## src/rtl/telemetry_sched_pkg.sv

```systemverilog
// Shared types and constants for the eBike telemetry scheduler.
//   telem_state_t : scheduler FSM states (IDLE, LOAD, WAIT)
//   TELEM_*       : packet header bytes, packet length, period widths
//   telem_byte()  : maps a byte index and snapshot values to a packet byte
package eBike_pkg;

    typedef enum logic [1:0] {
        IDLE,
        LOAD,
        WAIT
    } telem_state_t;

    localparam logic [7:0]  TELEM_HDR0       = 8'hAA;
    localparam logic [7:0]  TELEM_HDR1       = 8'h55;
    localparam int unsigned TELEM_NBYTES     = 8;
    localparam int unsigned TELEM_PER_W_FAST = 12;
    localparam int unsigned TELEM_PER_W      = 20;

    // Packet layout: header, then each 12-bit value as high nibble / low byte.
    function automatic logic [7:0] telem_byte(
        input logic [2:0]  idx,
        input logic [11:0] batt,
        input logic [11:0] curr,
        input logic [11:0] torque
    );
        logic [7:0] b;
        case (idx)
            3'd0:    b = TELEM_HDR0;
            3'd1:    b = TELEM_HDR1;
            3'd2:    b = {4'h0, batt[11:8]};
            3'd3:    b = batt[7:0];
            3'd4:    b = {4'h0, curr[11:8]};
            3'd5:    b = curr[7:0];
            3'd6:    b = {4'h0, torque[11:8]};
            default: b = torque[7:0];
        endcase
        return b;
    endfunction

endpackage

```

## src/rtl/telemetry_sched_if.sv

```systemverilog
// Byte handshake between the telemetry scheduler and UART_tx.
//   trmt    : one-cycle pulse starting a byte (scheduler -> UART)
//   tx_data : byte to transmit (scheduler -> UART)
//   tx_done : one-cycle pulse when the byte has shifted out (UART -> scheduler)
// master = scheduler side, slave = transmitter side.
interface telemetry_sched_if;
    logic       trmt;
    logic [7:0] tx_data;
    logic       tx_done;

    modport master (output trmt, output tx_data, input tx_done);
    modport slave  (input trmt, input tx_data, output tx_done);
endinterface

```

## src/rtl/telemetry_sched_tmr.sv

```systemverilog
// Free-running telemetry period counter.
//   clk, rst_n : clock, synchronous active-low reset (counter cleared to 0)
//   tick       : high for the one cycle the counter is all-ones
// Width is 12 bits with FAST_SIM=1, 20 bits otherwise; the counter wraps
// and never stalls.
module telem_period_tmr
    import eBike_pkg::*;
#(
    parameter bit FAST_SIM = 1'b1
) (
    input  logic clk,
    input  logic rst_n,
    output logic tick
);

    localparam int unsigned W = FAST_SIM ? TELEM_PER_W_FAST : TELEM_PER_W;

    logic [W-1:0] cnt;

    always_ff @(posedge clk) begin
        if (!rst_n) begin
            cnt <= '0;
        end else begin
            cnt <= cnt + W'(1);
        end
    end

    assign tick = (cnt == '1);

endmodule

```

## src/rtl/telemetry_sched.sv

```systemverilog
// Periodic telemetry scheduler: on each period tick with en=1 it snapshots
// batt/curr/torque and sends an 8-byte framed packet through UART_tx.
//   clk, rst_n            : clock, synchronous active-low reset
//   en                    : telemetry enable, sampled on each tick
//   batt, curr, torque    : 12-bit values captured at packet start
//   uart (master)         : trmt/tx_data out, tx_done in
//   busy                  : packet in flight
//   pkt_done              : one-cycle pulse after the last byte's tx_done
//   ovr                   : sticky, set by a tick while busy; reset clears it
// All outputs are registered.
module telemetry_sched
    import eBike_pkg::*;
#(
    parameter bit FAST_SIM = 1'b1
) (
    input  logic                     clk,
    input  logic                     rst_n,
    input  logic                     en,
    input  logic [11:0]              batt,
    input  logic [11:0]              curr,
    input  logic [11:0]              torque,
    telemetry_sched_if.master        uart,
    output logic                     busy,
    output logic                     pkt_done,
    output logic                     ovr
);

    localparam logic [2:0] LAST_IDX = 3'(TELEM_NBYTES - 1);

    logic tick;

    telem_period_tmr #(.FAST_SIM(FAST_SIM)) u_tmr (
        .clk   (clk),
        .rst_n (rst_n),
        .tick  (tick)
    );

    telem_state_t state, state_n;
    logic [2:0]   idx, idx_n;
    logic [11:0]  batt_q, curr_q, torque_q;
    logic [11:0]  batt_n, curr_n, torque_n;
    logic         trmt_q, trmt_n;
    logic [7:0]   tx_data_q, tx_data_n;
    logic         busy_n, done_n, ovr_n;

    always_comb begin
        state_n  = state;
        idx_n    = idx;
        batt_n   = batt_q;
        curr_n   = curr_q;
        torque_n = torque_q;
        done_n   = 1'b0;
        ovr_n    = ovr;

        case (state)
            IDLE: begin
                if (tick && en) begin
                    batt_n   = batt;
                    curr_n   = curr;
                    torque_n = torque;
                    idx_n    = '0;
                    state_n  = LOAD;
                end
            end
            LOAD: begin
                state_n = WAIT;
            end
            WAIT: begin
                if (uart.tx_done) begin
                    if (idx == LAST_IDX) begin
                        done_n  = 1'b1;
                        state_n = IDLE;
                    end else begin
                        idx_n   = idx + 3'd1;
                        state_n = LOAD;
                    end
                end
            end
            default: state_n = IDLE;
        endcase

        // A tick outside IDLE is dropped and flagged; the packet carries on.
        if (tick && (state != IDLE)) begin
            ovr_n = 1'b1;
        end

        // Outputs are registered from next-state values so trmt/tx_data are
        // valid in the LOAD cycle itself; on packet start the byte is built
        // from the live inputs being snapshotted on the same edge.
        trmt_n    = (state_n == LOAD);
        tx_data_n = trmt_n ? telem_byte(idx_n, batt_n, curr_n, torque_n)
                           : tx_data_q;
        busy_n    = (state_n != IDLE);
    end

    always_ff @(posedge clk) begin
        if (!rst_n) begin
            state     <= IDLE;
            idx       <= '0;
            batt_q    <= '0;
            curr_q    <= '0;
            torque_q  <= '0;
            trmt_q    <= 1'b0;
            tx_data_q <= '0;
            busy      <= 1'b0;
            pkt_done  <= 1'b0;
            ovr       <= 1'b0;
        end else begin
            state     <= state_n;
            idx       <= idx_n;
            batt_q    <= batt_n;
            curr_q    <= curr_n;
            torque_q  <= torque_n;
            trmt_q    <= trmt_n;
            tx_data_q <= tx_data_n;
            busy      <= busy_n;
            pkt_done  <= done_n;
            ovr       <= ovr_n;
        end
    end

    assign uart.trmt    = trmt_q;
    assign uart.tx_data = tx_data_q;

endmodule

```

## src/flat_wrapper.sv

```systemverilog
// flat-port wrapper written by rule: the top's interface ports become plain ports
module telemetry_sched_flat import eBike_pkg::*;
#(
    parameter bit FAST_SIM = 1'b1
)
  (clk, rst_n, en, batt, curr, torque, busy, pkt_done, ovr, uart_trmt, uart_tx_data, uart_tx_done);
  telemetry_sched_if uart_i ();
  input  logic clk;
  input  logic rst_n;
  input  logic en;
  input  logic [11:0] batt;
  input  logic [11:0] curr;
  input  logic [11:0] torque;
  output logic busy;
  output logic pkt_done;
  output logic ovr;
  output wire logic [$bits(uart_i.trmt)-1:0] uart_trmt;
  output wire logic [$bits(uart_i.tx_data)-1:0] uart_tx_data;
  input wire logic [$bits(uart_i.tx_done)-1:0] uart_tx_done;
  assign uart_trmt = uart_i.trmt;
  assign uart_tx_data = uart_i.tx_data;
  assign uart_i.tx_done = uart_tx_done;
  telemetry_sched #(.FAST_SIM(FAST_SIM)) u_core (.clk(clk), .rst_n(rst_n), .en(en), .batt(batt), .curr(curr), .torque(torque), .uart(uart_i), .busy(busy), .pkt_done(pkt_done), .ovr(ovr));
endmodule
```

## config.mk

```make
export PLATFORM = sky130hd
export DESIGN_NAME = telemetry_sched_flat
export DESIGN_NICKNAME = d
export VERILOG_FILES = /design/src/rtl/telemetry_sched_pkg.sv /design/src/rtl/telemetry_sched_if.sv /design/src/rtl/telemetry_sched_tmr.sv /design/src/rtl/telemetry_sched.sv /design/src/flat_wrapper.sv
export SDC_FILE = /design/constraint.sdc
export NUM_CORES = 1
export LEC_CHECK = 0
export CAP_MARGIN = 20
export CELL_PAD_IN_SITES_DETAIL_PLACEMENT = 1
export CELL_PAD_IN_SITES_GLOBAL_PLACEMENT = 1
export CORE_UTILIZATION = 39
export CTS_CLUSTER_DIAMETER = 40
export CTS_CLUSTER_SIZE = 25
export DETAILED_ROUTE_END_ITERATION = 6
export PLACE_DENSITY_LB_ADDON = 0.1
export SLEW_MARGIN = 20
export SYNTH_ARGS = -nofsm -noshare
export SYNTH_HDL_FRONTEND = slang
export SYNTH_SLANG_ARGS = --single-unit
```

## constraint.sdc

```tcl
create_clock -name clk -period 2.3 [get_ports clk]
set_input_delay 0.46 -clock clk [delete_from_list [all_inputs] [get_ports clk]]
set_output_delay 0.46 -clock clk [all_outputs]
set_load 0.03 [all_outputs]
```

==> Word-level counts from Yosys, hierarchy flattened <==
Index checks and enable logic that the tools add are counted.
{ "totals": {"regBits": 65, "input_bits": 40} }
{ "classes": {"n_eq_ne": 11, "muxes": 16, "add_sub_neg": 2, "reduce_logical": 7} }
{ "op_table": {"columns": ["cell", "n"], "rows": [
  ["2-to-1 mux 12 bit", 6],
  ["one-hot mux 8 bit (7 select lines)", 1],
  ["adder 12 x 1 -> 12 bit, second input constant", 1],
  ["== test 12 bit, second input constant", 1],
  ["== test 3 bit, second input constant", 4],
  ["2-to-1 mux 3 bit", 3],
  ["== test 3 x 2 -> 1 bit, second input constant", 2],
  ["one-hot mux 2 bit (3 select lines)", 1],
  ["one-hot mux 3 bit (2 select lines)", 1],
  ["== test 2 x 1 -> 1 bit, second input constant", 2],
  ["2-to-1 mux 2 bit", 2],
  ["nonzero test 2 bit", 2],
  ["adder 3 x 1 -> 3 bit, second input constant", 1],
  ["== test 3 x 1 -> 1 bit, second input constant", 1],
  ["zero test 3 bit", 1],
  ["AND reduction 3 bit", 1],
  ["== test 2 bit, second input constant", 1],
  ["logical AND 1 bit", 2],
  ["zero test 2 bit", 1],
  ["2-to-1 mux 1 bit", 2]
]} }

==> Longest topological paths before layout <==
Gate-level depths: netlist of run 1.
{ "logic_depth": {"word_depth": 6, "mapped_depth": 9, "ltp_nobuf": 7} }

==> Cells and area by module <==
Synthesis of run 1 repeated with hierarchy kept, for this count alone.
{ "unflattened": {"hier_cells": 353, "hier_area_um2": 3171.8} }
{ "modules_own_cells": {"columns": ["mod", "cells_per_inst", "n_inst", "area_per_inst_um2"], "rows": [
  ["telemetry_sched", 296, 1, 2660.1],
  ["telem_period_tmr", 57, 1, 511.7]
]} }

==> Worst setup path after synthesis of run 1 <==
OpenSTA, ideal clock, no wires.
{ "synth_timing": {"path_kind": "register -> register", "startpoint": "reg u_core.u_tmr.cnt[0]", "endpoint": "reg u_core.tx_data_q[2] (netlist: u_core.uart.tx_data[2])", "path_stages_with_launch": 10, "setup_time_ps": 122, "path_buffers": 2, "required_time_ps": 2178, "setup_slack_ps": 245, "arrival_time_ps": 1933, "path_cell_list": "dfxtp_1 -> ha_1 -> and4_1 -> buf_4 -> a41oi_4 -> a2111oi_4 -> buf_2 -> o21ai_0 -> o22ai_1 -> a21oi_1"} }
{ "synth_between": {"elab_chain_cells": 6, "word_cells_on_any_way": 21, "cone_classes": "8 x eq/ne; 11 x mux; 2 x reduce/logical"} }
{ "synth_lines": {"columns": ["element", "line_no", "source"], "rows": [
  ["start, declared", "telemetry_sched_tmr.sv:18", "logic [W-1:0] cnt;"],
  ["start signal, assigned", "telemetry_sched_tmr.sv:24", "cnt <= cnt + W'(1);"],
  ["== test 12 bit *", "telemetry_sched_tmr.sv:28", "assign tick = (cnt == '1);"],
  ["logical AND 1 bit *", "telemetry_sched.sv:57", "if (tick && en) begin"],
  ["2-to-1 mux 3 bit", "telemetry_sched.sv:57", null],
  ["one-hot mux 3 bit (2 select lines)", "telemetry_sched.sv:55", "case (state)"],
  ["== test 3 bit, or another cell as far along", "telemetry_sched_pkg.sv:27", "case (idx)"],
  ["one-hot mux 8 bit (7 select lines)", "telemetry_sched_pkg.sv:27", null],
  ["end signal, assigned", "telemetry_sched.sv:115", "tx_data_q <= tx_data_n;"],
  ["end, declared", "telemetry_sched.sv:43", "logic [7:0] tx_data_q, tx_data_n;"]
]} }
Every way passes the cells marked *; elsewhere a longest branch is shown, timed or not.
A chain may end at the register's enable or synchronous reset.

==> Worst setup path after layout of run 1 <==
{ "layout_timing": {"startpoint": "reg u_core.idx[0]", "endpoint": "reg u_core.tx_data_q[7] (netlist: u_core.uart.tx_data[7])"} }
{ "layout_between": {"elab_chain_cells": 6, "word_cells_on_any_way": 18, "cone_classes": "1 x add/sub; 8 x eq/ne; 8 x mux; 1 x reduce/logical"} }
{ "layout_lines": {"columns": ["element", "line_no", "source"], "rows": [
  ["start, declared", "telemetry_sched.sv:39", "logic [2:0] idx, idx_n;"],
  ["start signal, assigned", "telemetry_sched.sv:110", "idx <= idx_n;"],
  ["adder 3 x 1 -> 3 bit / == test 3 bit (equally long branches)", "telemetry_sched.sv:74, telemetry_sched.sv:70", null],
  ["2-to-1 mux 3 bit", "telemetry_sched.sv:70", "if (idx == LAST_IDX) begin"],
  ["2-to-1 mux 3 bit", "telemetry_sched.sv:69", "if (uart.tx_done) begin"],
  ["one-hot mux 3 bit (2 select lines)", "telemetry_sched.sv:55", null],
  ["== test 3 bit, or another cell as far along", "telemetry_sched_pkg.sv:27", null],
  ["one-hot mux 8 bit (7 select lines)", "telemetry_sched_pkg.sv:27", null]
]} }
Parallel ways exist; a longest one is shown, timed or not.

==> run metrics, run 1 <==
WP buf/inv=2; n_diodes=0; met2 global-route usage=37.8%; initial antenna violation count=0; H-tree levels=3; Final WS setup=0.143 ns; register area share after synthesis=44.6%; Final period util=93.8%; Worst path slowest cell=a2111oi_4; DRT iter0 DRCs=115; Pwr per Cell Area=566 mW/mm^2; Die ar.=0.00783 mm^2; RSZ-0062 raised after global routing=false; instance count on the critical path=9; CTS tree=yes; EDFF count, synth=0; ANT nets after route=0; Initial Util=40.2%; clk_lat worst skew=0.34 ns; met1 Use GR=25.8%; Die W=88.5 um; gr usage total=21.5%; clock buffer depth=2; hold_sp=u_core.uart.tx_data[6]; HPWL after DPL=5740 um; Synth warnings=0; Fillers=877; Clock Pin Slew Worst Setup and Hold Paths=0.08 ns; grt peak-use layer=met2; LEAKAGE=1.46 nW; CTS buffer count=9; largest net degree at the start of global routing=38; worst hold stages=2; clk sinks=65; status=completed; GR Util met3=3.92%; Clock Skew=0.0120 ns; I/O Pins=52; Worst slew margin=69.9%; CP peak stage delay=0.48 ns; syn nets=380; WS Path Type=flip-flop to flip-flop; grt total ovfl=0; fraction of layout cells with a size suffix above 1=12.3%; Layout area overhead=33.2%; Hold Crit Class=flip-flop to flip-flop; IO Port Bufs=51; most frequent cells in the layout=nand2_1 (83), dfxtp_1 (65), clkdlybuf4s50_1 (50); area of the core=0.00725 mm^2; vias per inst=5.14; vias in the first global route=2,635; R2R Setup Slk=0.14 ns; worst min-delay path endpoint=u_core.uart.tx_data[6]; # hold bufs at CTS=0; Cell Rows=31; routability cong.=0.827; final net count=451; main flop type after synthesis=dfxtp_1; worst reg2reg path depth=9; via count=2,636; WL per Instance=14.7 um; DRT Wirelength=7560 um; Max VDD drop=0.000303 V; chip height=88.5 um; crit-path cells=ha_2 > and2_1 > nor3_1 > buf_4 > a2111oi_4 > buf_6 > nand4b_1 > a31oi_1 > o221a_2; most common cell after layout, fill and taps aside=nand2_1; Mean Syn Cell Area=8.63 um^2; CP Data Arrival Time=2.39 ns; Root Driver=clkbuf_8; first-pass GRT wire length=12,600 um; DRT Pass-1 Iters=4; Max-Cap Viols=0; crit end category=flip-flop; Worst-Margin Slew=0.452 ns; Final min period=2.16 ns; Netlist cell types=47; asr flop ratio synth=0%; Syn Std Cell Area=0.00292 mm^2; setup violators final=0; delay-heaviest family, CP=compound AO/OA/AOI/OAI gates; post-place setup slack=-0.231 ns; worst hold margin=0.466 ns; DRC=0; Hold Fails Final Rpt=0; startpoint types=flip-flop; Worst R2R Start=u_core.idx[0]; CP required=2.53 ns; synthesized flop and latch total=65; Max FO, Critical Path=15; Pins Over Slew Limit=0; Final Util=53.6%; Worst R2R End=u_core.uart.tx_data[7]; f_max=464 MHz; Gate Count Post-Synth=338
-- layout make-up --
class                           count  area (um^2)  share of cell area, %
Multi-Input combinational cell    250         1520                   39.0
Sequential cell                    65         1300                   33.5
Clock inverter                      3         40.0                   1.03
Timing Repair Buffer               83          757                   19.5
Clock buffer                       13          149                   3.83
Tap cell                           99          124                   3.19
-- worst max-delay path by stage --
| stage | to | slack, ns | from |
|---|---|---|---|
| 2_1_floorplan | u_core.uart.tx_data[2] | 0.25 | u_core.u_tmr.cnt[0] |
| 3_3_place_gp | u_core.uart.tx_data[3] | -0.14 | en |
| 3_5_place_dp | u_core.uart.tx_data[3] | -0.23 | en |
| 4_1_cts | u_core.uart.tx_data[7] | 0.004 | u_core.u_tmr.cnt[1] |
| 5_1_grt | u_core.uart.tx_data[0] | 0.001 | u_core.idx[1] |
| 6_report | u_core.uart.tx_data[7] | 0.14 | u_core.idx[0] |
-- registers in the layout (all words and copies together), names as in the netlist --
signal	flops
u_core.batt_q	12
u_core.curr_q	12
u_core.torque_q	12
u_core.u_tmr.cnt	12
u_core.uart.tx_data	8
u_core.idx	3
u_core.state	2
u_core.busy	1
u_core.ovr	1
u_core.pkt_done	1
u_core.uart.trmt	1
-- layer usage --
metal / part of all wire (%) / wire length (um)
met3: 1.7 / 128
met4: 1.5 / 110
met5: 0 / 0
met2: 50 / 3770
met1: 47 / 3550
-- cells by family (layout without fill, tap and decap cells) --
| family | count (synthesis) | in the layout | synth area share (%) |
|---|---|---|---|
| AO/OA/AOI/OAI | 86 | 86 | 22.6 |
| AND/OR/NAND/NOR | 148 | 148 | 24.0 |
| adder cells (fa/ha/maj) | 2 | 2 | 0.857 |
| multiplexers | 4 | 4 | 1.37 |
| buffers and inverters | 23 | 99 | 3.64 |
| XOR/XNOR | 10 | 10 | 3.00 |
| flip-flops | 65 | 65 | 44.6 |
-- repair_timing --
action,CTS,global route
gates resized for setup,0,5
setup buffers,0,1
endpoints found under the setup margin,0,6
-- tightest hold or removal path, cell delays in order, from the launching register on --
cell      delay, ns
dfxtp_1        0.32
nand2_1        0.05
a21boi_1       0.05
-- report_power, final --
group	internal [mW]	switching (mW)
Clock	0.529	0.432
Sequential	1.13	0.00389
Combinational	0.0759	0.0284
Total	1.73	0.464
-- synth_stat cells (2+ instances only) --
cell type  instances  share of area (%)
buf_1              2               0.26
a21oi_1            9                1.5
nor2b_1            6                1.3
o21ai_1            3               0.51
mux2i_1            4                1.4
o221ai_1           6                1.8
a21boi_1           2               0.51
nor3b_1            3               0.77
and4_1             3               0.90
nand2_1           83                 11
o21ai_0            7                1.2
nor2_1            10                1.3
xor2_1             5                1.5
a41o_1             2               0.69
xnor2_1            5                1.5
nand2b_1           2               0.43
a21boi_0          35                9.0
o31a_1             2               0.60
or3_1              2               0.43
o31ai_1            2               0.51
a31oi_1            4               0.86
nand3_1            8                1.4
clkbuf_1          12                1.5
ha_1               2               0.86
and2_1            15                3.2
a211o_1            2               0.60
and3_1             9                1.9
dfxtp_1           65                 45
o2bb2ai_1          2               0.60
o22ai_1            2               0.43
nand4_1            2               0.43
buf_2              7                1.2
-- stage by stage --
step	TNS [ns]	instance area (um^2)	total power [mW]	instances
2_1_floorplan	0	2920	1.19	338
3_3_place_gp	-1.25	3680	1.26	496
3_5_place_dp	-3.76	3680	1.26	496
4_1_cts	0	3870	2.22	512
5_1_grt	0	3890	2.28	513
6_report	0	3890	2.20	513
Note: power is estimated with default switching activity, not from simulation.
==> run 2, diff against run 1 <==
--- a/config.mk
+++ b/config.mk
@@ -5,7 +5,7 @@
 export SDC_FILE = /design/constraint.sdc
 export NUM_CORES = 1
 export LEC_CHECK = 0
-export CAP_MARGIN = 20
+export CAP_MARGIN = 5
 export CELL_PAD_IN_SITES_DETAIL_PLACEMENT = 1
 export CELL_PAD_IN_SITES_GLOBAL_PLACEMENT = 1
 export CORE_UTILIZATION = 39
@@ -17,3 +17,4 @@
 export SYNTH_ARGS = -nofsm -noshare
 export SYNTH_HDL_FRONTEND = slang
 export SYNTH_SLANG_ARGS = --single-unit
+export TNS_END_PERCENT = 30
==> results of run 2 <==
The final DEF is identical to that of run 1; final timing and power are the same.
